[config.mk]
export PLATFORM = sky130hd
export DESIGN_NAME = cpu_fetch_unit_flat
export DESIGN_NICKNAME = d
export VERILOG_FILES = /design/src/rtl/cpu_fetch_unit_if.sv /design/src/rtl/cpu_fetch_unit.sv /design/src/flat_wrapper.sv
export SDC_FILE = /design/constraint.sdc
export NUM_CORES = 1
export LEC_CHECK = 0
export ABC_CLOCK_PERIOD_IN_PS = 2600
export CORE_ASPECT_RATIO = 0.8
export CORE_MARGIN = 2
export CORE_UTILIZATION = 35
export CTS_CLUSTER_SIZE = 14
export DETAILED_ROUTE_END_ITERATION = 7
export PLACE_DENSITY_LB_ADDON = 0.12
export SLEW_MARGIN = 30
export SYNTH_ARGS = -nofsm -noshare
export SYNTH_HDL_FRONTEND = slang
export SYNTH_SLANG_ARGS = --single-unit
[constraint.sdc]
create_clock -name clk -period 2.6 [get_ports clk]
set_input_delay 0.26 -clock clk [delete_from_list [all_inputs] [get_ports clk]]
set_output_delay 0.26 -clock clk [all_outputs]
set_load 0.02 [all_outputs]
[src/rtl/cpu_fetch_unit_if.sv]
`default_nettype none
// ============================================================================
// Module   : cpu_fetch_unit_if
// Brief    : Signal bundle for the CPU fetch unit. It groups the memory bus,
//            the load/store handshake, the prefetch queue head and the halt
//            and statistics signals.
//            master = fetch unit side, slave = memory/pipeline side.
// Revision : 1.0 - initial release
// ============================================================================
interface cpu_fetch_unit_if #(
  parameter int DATA_WIDTH = 8,
  parameter int ADDR_WIDTH = 16
);
  // memory bus
  logic [ADDR_WIDTH-1:0] address_bus;
  logic [DATA_WIDTH-1:0] data_in;
  logic [DATA_WIDTH-1:0] data_out;
  logic                  r;
  logic                  w;
  // branch redirect
  logic                  redirect;
  logic [ADDR_WIDTH-1:0] redirect_pc;
  // load/store handshake
  logic                  ls_req;
  logic                  ls_we;
  logic [ADDR_WIDTH-1:0] ls_addr;
  logic [DATA_WIDTH-1:0] ls_wdata;
  logic                  ls_done;
  logic [DATA_WIDTH-1:0] ls_rdata;
  // prefetch queue head
  logic                  q_valid;
  logic [DATA_WIDTH-1:0] q_data;
  logic [ADDR_WIDTH-1:0] q_pc;
  logic                  q_pop;
  // halt and statistics
  logic                  halt_req;
  logic                  halted;
  logic [15:0]           stall_count;

  modport master (
    output address_bus, data_out, r, w,
    input  data_in,
    input  redirect, redirect_pc,
    input  ls_req, ls_we, ls_addr, ls_wdata,
    output ls_done, ls_rdata,
    output q_valid, q_data, q_pc,
    input  q_pop,
    input  halt_req,
    output halted, stall_count
  );

  modport slave (
    input  address_bus, data_out, r, w,
    output data_in,
    output redirect, redirect_pc,
    output ls_req, ls_we, ls_addr, ls_wdata,
    input  ls_done, ls_rdata,
    input  q_valid, q_data, q_pc,
    output q_pop,
    output halt_req,
    input  halted, stall_count
  );
endinterface
`default_nettype wire

[src/rtl/cpu_fetch_unit.sv]
`default_nettype none
// ============================================================================
// Module   : cpu_fetch_unit
// Brief    : Fetch front-end. It owns the PC and a DEPTH-entry prefetch queue.
//            It arbitrates the single memory bus between instruction fetches
//            and execute-stage load/store requests, with load/store taking
//            priority. Each access holds its strobe for 1+WAIT_STATES cycles.
//            Optional macro CPU_FETCH_STATS_EN enables the stall_count counter.
// Revision : 1.0 - initial release
// ============================================================================
module cpu_fetch_unit #(
  parameter int DATA_WIDTH  = 8,
  parameter int ADDR_WIDTH  = 16,
  parameter int DEPTH       = 4,
  parameter int RESET_PC    = 'h2000,
  parameter int WAIT_STATES = 0
) (
  input  logic                clk,
  input  logic                reset,
  cpu_fetch_unit_if.master    bus
);

  localparam int                    c_PW       = $clog2(DEPTH);
  localparam int                    c_CW       = c_PW + 1;
  localparam logic [c_CW-1:0]       c_DEPTH    = c_CW'(DEPTH);
  localparam logic [2:0]            c_WS       = 3'(WAIT_STATES);
  localparam logic [ADDR_WIDTH-1:0] c_RESET_PC = ADDR_WIDTH'(RESET_PC);

  typedef enum logic [1:0] {
    S_IDLE  = 2'd0,
    S_FETCH = 2'd1,
    S_LS    = 2'd2
  } state_t;

  state_t                r_state, w_state_next;
  logic [2:0]            r_wait;
  logic [ADDR_WIDTH-1:0] r_pc, r_addr;
  logic [DATA_WIDTH-1:0] r_dout;
  logic                  r_rd_stb, r_wr_stb, r_ls_we;
  logic                  r_ls_done;
  logic [DATA_WIDTH-1:0] r_ls_rdata;
  logic                  r_halted;

  logic [DATA_WIDTH-1:0] r_qd [DEPTH];
  logic [ADDR_WIDTH-1:0] r_qa [DEPTH];
  logic [c_PW-1:0]       r_rd_ptr, r_wr_ptr;
  logic [c_CW-1:0]       r_count;
  logic [DATA_WIDTH-1:0] r_head_data;
  logic [ADDR_WIDTH-1:0] r_head_pc;

  logic                  w_last, w_fetch_ok;
  logic                  w_issue_fetch, w_issue_ls, w_fetch_done, w_ls_done;
  logic                  w_push, w_pop;
  logic [c_PW-1:0]       w_rd_next;
  logic [c_CW-1:0]       w_remain;

  // The FSM only issues from IDLE, so nothing is in flight when the queue
  // occupancy is tested; count alone covers count + in-flight.
  assign w_last     = (r_wait == c_WS);
  assign w_fetch_ok = (r_count < c_DEPTH) && !bus.halt_req && !bus.redirect;

  // Bus state register
  always_ff @(posedge clk) begin
    if (reset) r_state <= S_IDLE;
    else       r_state <= w_state_next;
  end

  // Next-state and issue/complete decode; a redirect cancels only fetches
  always_comb begin
    w_state_next  = r_state;
    w_issue_fetch = 1'b0;
    w_issue_ls    = 1'b0;
    w_fetch_done  = 1'b0;
    w_ls_done     = 1'b0;
    case (r_state)
      S_IDLE: begin
        // ls_req is still held during the ls_done cycle, so it is ignored there
        if (bus.ls_req && !r_ls_done) begin
          w_issue_ls   = 1'b1;
          w_state_next = S_LS;
        end else if (w_fetch_ok) begin
          w_issue_fetch = 1'b1;
          w_state_next  = S_FETCH;
        end
      end
      S_FETCH: begin
        if (bus.redirect) begin
          w_state_next = S_IDLE;
        end else if (w_last) begin
          w_fetch_done = 1'b1;
          w_state_next = S_IDLE;
        end
      end
      S_LS: begin
        if (w_last) begin
          w_ls_done    = 1'b1;
          w_state_next = S_IDLE;
        end
      end
      default: w_state_next = S_IDLE;
    endcase
  end

  // Bus address/strobe/write-data registers and the wait-state counter
  always_ff @(posedge clk) begin
    if (reset) begin
      r_addr   <= '0;
      r_dout   <= '0;
      r_rd_stb <= 1'b0;
      r_wr_stb <= 1'b0;
      r_ls_we  <= 1'b0;
      r_wait   <= '0;
    end else if (w_issue_fetch) begin
      r_addr   <= r_pc;
      r_rd_stb <= 1'b1;
      r_wr_stb <= 1'b0;
      r_wait   <= '0;
    end else if (w_issue_ls) begin
      r_addr   <= bus.ls_addr;
      r_rd_stb <= !bus.ls_we;
      r_wr_stb <= bus.ls_we;
      r_ls_we  <= bus.ls_we;
      r_wait   <= '0;
      if (bus.ls_we) r_dout <= bus.ls_wdata;
    end else if (r_state != S_IDLE) begin
      if (w_state_next == S_IDLE) begin
        r_rd_stb <= 1'b0;
        r_wr_stb <= 1'b0;
      end else begin
        r_wait <= r_wait + 3'd1;
      end
    end
  end

  // Load/store completion pulse and captured load data
  always_ff @(posedge clk) begin
    if (reset) begin
      r_ls_done  <= 1'b0;
      r_ls_rdata <= '0;
    end else begin
      r_ls_done <= w_ls_done;
      if (w_ls_done && !r_ls_we) r_ls_rdata <= bus.data_in;
    end
  end

  // Queue bookkeeping: a redirect flushes and beats both push and pop
  assign w_push    = w_fetch_done;
  assign w_pop     = bus.q_pop && (r_count != '0) && !bus.redirect;
  assign w_rd_next = r_rd_ptr + c_PW'(w_pop);
  assign w_remain  = r_count - c_CW'(w_pop);

  // Queue storage, written with the fetched word and its address
  always_ff @(posedge clk) begin
    if (w_push && !reset) begin
      r_qd[r_wr_ptr] <= bus.data_in;
      r_qa[r_wr_ptr] <= r_addr;
    end
  end

  // PC, pointers, count and the registered head (held while the queue is empty)
  always_ff @(posedge clk) begin
    if (reset) begin
      r_pc        <= c_RESET_PC;
      r_rd_ptr    <= '0;
      r_wr_ptr    <= '0;
      r_count     <= '0;
      r_head_data <= '0;
      r_head_pc   <= '0;
    end else if (bus.redirect) begin
      r_pc     <= bus.redirect_pc;
      r_rd_ptr <= '0;
      r_wr_ptr <= '0;
      r_count  <= '0;
    end else begin
      if (w_push) begin
        r_wr_ptr <= r_wr_ptr + c_PW'(1);
        r_pc     <= r_pc + ADDR_WIDTH'(1);
      end
      r_rd_ptr <= w_rd_next;
      r_count  <= w_remain + c_CW'(w_push);
      if (w_remain != '0) begin
        r_head_data <= r_qd[w_rd_next];
        r_head_pc   <= r_qa[w_rd_next];
      end else if (w_push) begin
        r_head_data <= bus.data_in;
        r_head_pc   <= r_addr;
      end
    end
  end

  // Halted once halt is requested and the bus will be idle
  always_ff @(posedge clk) begin
    if (reset) r_halted <= 1'b0;
    else       r_halted <= bus.halt_req && (w_state_next == S_IDLE);
  end

`ifdef CPU_FETCH_STATS_EN
  logic [15:0] r_stall_count;

  // Saturating count of cycles with no instruction available while running
  always_ff @(posedge clk) begin
    if (reset)
      r_stall_count <= '0;
    else if ((r_count == '0) && !r_halted && (r_stall_count != 16'hFFFF))
      r_stall_count <= r_stall_count + 16'd1;
  end
  assign bus.stall_count = r_stall_count;
`else
  assign bus.stall_count = 16'd0;
`endif

  assign bus.address_bus = r_addr;
  assign bus.data_out    = r_dout;
  assign bus.r           = r_rd_stb;
  assign bus.w           = r_wr_stb;
  assign bus.ls_done     = r_ls_done;
  assign bus.ls_rdata    = r_ls_rdata;
  assign bus.q_valid     = (r_count != '0);
  assign bus.q_data      = r_head_data;
  assign bus.q_pc        = r_head_pc;
  assign bus.halted      = r_halted;

endmodule
`default_nettype wire

[src/flat_wrapper.sv]
// flat-port wrapper written by rule: the top's interface ports become plain ports
module cpu_fetch_unit_flat 
#(
  parameter int DATA_WIDTH  = 8,
  parameter int ADDR_WIDTH  = 16,
  parameter int DEPTH       = 4,
  parameter int RESET_PC    = 'h2000,
  parameter int WAIT_STATES = 0
)
  (clk, reset, bus_address_bus, bus_data_out, bus_r, bus_w, bus_data_in, bus_redirect, bus_redirect_pc, bus_ls_req, bus_ls_we, bus_ls_addr, bus_ls_wdata, bus_ls_done, bus_ls_rdata, bus_q_valid, bus_q_data, bus_q_pc, bus_q_pop, bus_halt_req, bus_halted, bus_stall_count);
  cpu_fetch_unit_if #(.DATA_WIDTH(DATA_WIDTH), .ADDR_WIDTH(ADDR_WIDTH)) bus_i ();
  input  logic clk;
  input  logic reset;
  output wire logic [$bits(bus_i.address_bus)-1:0] bus_address_bus;
  output wire logic [$bits(bus_i.data_out)-1:0] bus_data_out;
  output wire logic [$bits(bus_i.r)-1:0] bus_r;
  output wire logic [$bits(bus_i.w)-1:0] bus_w;
  input wire logic [$bits(bus_i.data_in)-1:0] bus_data_in;
  input wire logic [$bits(bus_i.redirect)-1:0] bus_redirect;
  input wire logic [$bits(bus_i.redirect_pc)-1:0] bus_redirect_pc;
  input wire logic [$bits(bus_i.ls_req)-1:0] bus_ls_req;
  input wire logic [$bits(bus_i.ls_we)-1:0] bus_ls_we;
  input wire logic [$bits(bus_i.ls_addr)-1:0] bus_ls_addr;
  input wire logic [$bits(bus_i.ls_wdata)-1:0] bus_ls_wdata;
  output wire logic [$bits(bus_i.ls_done)-1:0] bus_ls_done;
  output wire logic [$bits(bus_i.ls_rdata)-1:0] bus_ls_rdata;
  output wire logic [$bits(bus_i.q_valid)-1:0] bus_q_valid;
  output wire logic [$bits(bus_i.q_data)-1:0] bus_q_data;
  output wire logic [$bits(bus_i.q_pc)-1:0] bus_q_pc;
  input wire logic [$bits(bus_i.q_pop)-1:0] bus_q_pop;
  input wire logic [$bits(bus_i.halt_req)-1:0] bus_halt_req;
  output wire logic [$bits(bus_i.halted)-1:0] bus_halted;
  output wire logic [$bits(bus_i.stall_count)-1:0] bus_stall_count;
  assign bus_address_bus = bus_i.address_bus;
  assign bus_data_out = bus_i.data_out;
  assign bus_r = bus_i.r;
  assign bus_w = bus_i.w;
  assign bus_i.data_in = bus_data_in;
  assign bus_i.redirect = bus_redirect;
  assign bus_i.redirect_pc = bus_redirect_pc;
  assign bus_i.ls_req = bus_ls_req;
  assign bus_i.ls_we = bus_ls_we;
  assign bus_i.ls_addr = bus_ls_addr;
  assign bus_i.ls_wdata = bus_ls_wdata;
  assign bus_ls_done = bus_i.ls_done;
  assign bus_ls_rdata = bus_i.ls_rdata;
  assign bus_q_valid = bus_i.q_valid;
  assign bus_q_data = bus_i.q_data;
  assign bus_q_pc = bus_i.q_pc;
  assign bus_i.q_pop = bus_q_pop;
  assign bus_i.halt_req = bus_halt_req;
  assign bus_halted = bus_i.halted;
  assign bus_stall_count = bus_i.stall_count;
  cpu_fetch_unit #(.DATA_WIDTH(DATA_WIDTH), .ADDR_WIDTH(ADDR_WIDTH), .DEPTH(DEPTH), .RESET_PC(RESET_PC), .WAIT_STATES(WAIT_STATES)) u_core (.clk(clk), .reset(reset), .bus(bus_i));
endmodule
==> reports/qor.yml <==
sta:
  timing.final.crit_period_ns: 2.47
  skew_ns: 0.0119
  slew_violations: 0
  slew_headroom_pct: 58.8
  setup_viol: 0
  hold_viol: 0
  finalCritPeriodShare_pct: 95.0
  max_freq_mhz: 405
  max_slew.worst_pin.slew_ns: 0.618
  fin_setup_tns_ns: 0
  rsz0062_at_grt: "false"
final_layout:
  final_cells: 1008
  antennaDiodeCount: 0
  multi_input_area_um2: 2660
  final_cell_mix: "clkdlybuf4s50_1 (114), edfxtp_1 (96), dfxtp_1 (89), a21oi_1 (57), nand2_1 (53)"
  area_delta_synth_final_pct: 29.0
  nets: 787
  drive_gt1_share_pct: 12.0
  num-fill-cells: 1937
  final_common_cell: "clkdlybuf4s50_1"
  ff_latch_area_um2: 4660
floorplanning:
  die_x_um: 168
  io_pins: 132
  die_y_um: 136
  fp.dieArea_um2: 22800
  rows: 48
  initial_core_util_pct: 35.4
  core_area_um2: 21400
synth:
  yosysWarnings: 0
  seq_area_frac_synth_pct: 61.6
  syn-mean-instance-area_um2: 12.8
  ys_types: 53
  synth-edff-count: 96
  syn_area_um2: 7570
  async_flop_share_pct: 0
  synth.ff_latch_count: 185
  ys.flop_type: "edfxtp_1"
  syn_inst: 593
setup_path:
  cp_max_fo: 12
  timing.critical_path.from: "u_core.r_count[2]"
  worstSetupPathType: "reg -> reg"
  cp.arrival_ns: 2.77
  reg2reg_from: "u_core.r_count[2]"
  start_kind: "flop"
  cp-end-kind: "flop"
  crit_required_ns: 2.90
place:
  io_buffers: 115
  hpwl_um: 11900
  dp_cells: 972
  gp_congestion: 0.780
grt:
  grt_max_degree: 56
  antenna_found_initial: 0
  grt_pass1_vias: 5052
  track_usage_pct: 16.3
  overflow: 0
  grt_pass1_wl_um: 28100
detailed_routing:
  wire_per_inst_um: 18.6
  drtPass1Iterations: 5
  first_iter_violations: 251
  drc: 0
  dr_wl_met3_um: 881
  routed.top_layer: "met4"
  drt_wl_total_um: 18700
  wl_met2_um: 8710
  met1_length_um: 8970
  via_count: 5077
  drt-vias-per-instance: 5.04
  ant_nets: 0
power:
  powerDensity_nw_per_um2: 635
  vdd_drop_max_mv: 0.378
  p_leak_nw: 3.50
clocking:
  clk_transition_reported_paths_ns: 0.06
  cts_max_path_buffers: 2
  clock-sinks: 185
  cts_tree: "built"
  insertion_delay_ns: 0.42
  ctsHoldBuffers: 0
  htreeDepth: 4
  clockRootBuffer: "clkbuf_16"
  numCtsBuffers: 17
flow_run:
  drv_cap: 0
run_status:
  outcome: "finished, final reports clean"
worst_hold_path:
  hold_start: "reset"
  hold_path_class: "in -> reg"
==> per-layer routing <==
layer	up-vias	track usage, %
met5	-	0
met4	0	4.31
met3	14	3.91
met2	131	25.9
met1	2511	22.6
li1	2421	-
==> kinds of logic (layout without fill, tap and decap cells) <==
group	count (synthesis)	after routing	share of synthesized area, %
AO/OA/AOI/OAI	124	124	9.32
flip-flops	185	185	61.6
adder cells (fa/ha/maj)	12	12	1.98
XOR/XNOR	15	15	1.83
buffers and inverters	61	186	4.20
other	1	16	0.0495
AND/OR/NAND/NOR	138	138	9.50
multiplexers	57	57	11.5
==> report_power, final <==
group / internal [W] / total, W / leakage [nW] / switching [W]
sequential: 0.00314 / 0.00322 / 1.58 / 0.0000803
clock: 0.00140 / 0.00244 / 0.268 / 0.00104
combinational: 0.000251 / 0.000535 / 1.65 / 0.000283
==> registers in the layout, summed over array words and instances, names as in the netlist, 2 cells and up <==
signal and cells:
u_core.r_state 2, u_core.r_count 3, u_core.bus.data_out 8, u_core.r_rd_ptr 2, u_core.bus.q_pc 16, u_core.r_wr_ptr 2, u_core.r_qd 32, u_core.bus.ls_rdata 8
u_core.r_pc 16, u_core.r_qa 64, u_core.bus.address_bus 16, u_core.bus.q_data 8, u_core.r_wait 3
==> worst paths after layout <==
kind	end	slack, ns	cells after the start
hold / removal	u_core.r_pc[13]	0.34	3
setup / recovery	u_core.bus.q_pc[6]	0.13	11
hold reg to reg	u_core.bus.data_out[1]	0.46	2
setup reg to reg	u_core.bus.q_pc[6]	0.13	11
==> Yosys cell counts, types with 12 or more instances <==
master / instances / area [um^2]
a22oi_1: 16 / 120
mux2i_1: 33 / 330
nand2_1: 53 / 199
mux4_2: 24 / 541
buf_2: 17 / 85.1
nor2_1: 26 / 97.6
ha_1: 12 / 150
a21oi_1: 57 / 285
edfxtp_1: 96 / 2880
inv_1: 12 / 45.0
o21ai_0: 29 / 145
dfxtp_1: 89 / 1780
buf_4: 18 / 135
==> metrics by stage <==
step / hold WS (ns) / area [um^2] / total power (W) / setup WS, ns / utilization [%]
detailed placement: 0.449 / 9110 / 0.00381 / 0.0278 / 42.6
global route: 0.359 / 9770 / 0.00645 / 0.00185 / 45.7
finish: 0.339 / 9770 / 0.00620 / 0.129 / 45.7
floorplan: 0.359 / 7630 / 0.00354 / 0.0686 / -
CTS: 0.314 / 9660 / 0.00626 / 0.0826 / 45.2
global placement: 0.443 / 9110 / 0.00380 / 0.0942 / 42.6
==> final cells by class <==
type                            instances  area share [%]
Sequential cell                       185            47.8
Tap cell                              275            3.52
Timing Repair Buffer                  141            15.3
Clock buffer                           26            5.02
Inverter                               13           0.500
Multi-Input combinational cell        362            27.2
Clock inverter                          6           0.666
==> critical path, stage by stage (launching register included) <==
cell and delay (ns):
dfxtp_1 0.31, or3_1 0.42, and3_1 0.23, ha_1 0.19, ha_1 0.21, xor2_2 0.20, nor2_4 0.16, a21oi_4 0.07
buf_12 0.15, clkbuf_16 0.17, o21ai_0 0.18, a21oi_1 0.06
==> timing repair <==
| item | in CTS | in global routing |
|---|---|---|
| buffers inserted | 0 | 1 |
| setup endpoints to repair | 0 | 23 |
| resized for setup | 0 | 1 |
Note: power is estimated with default switching activity, not from simulation.
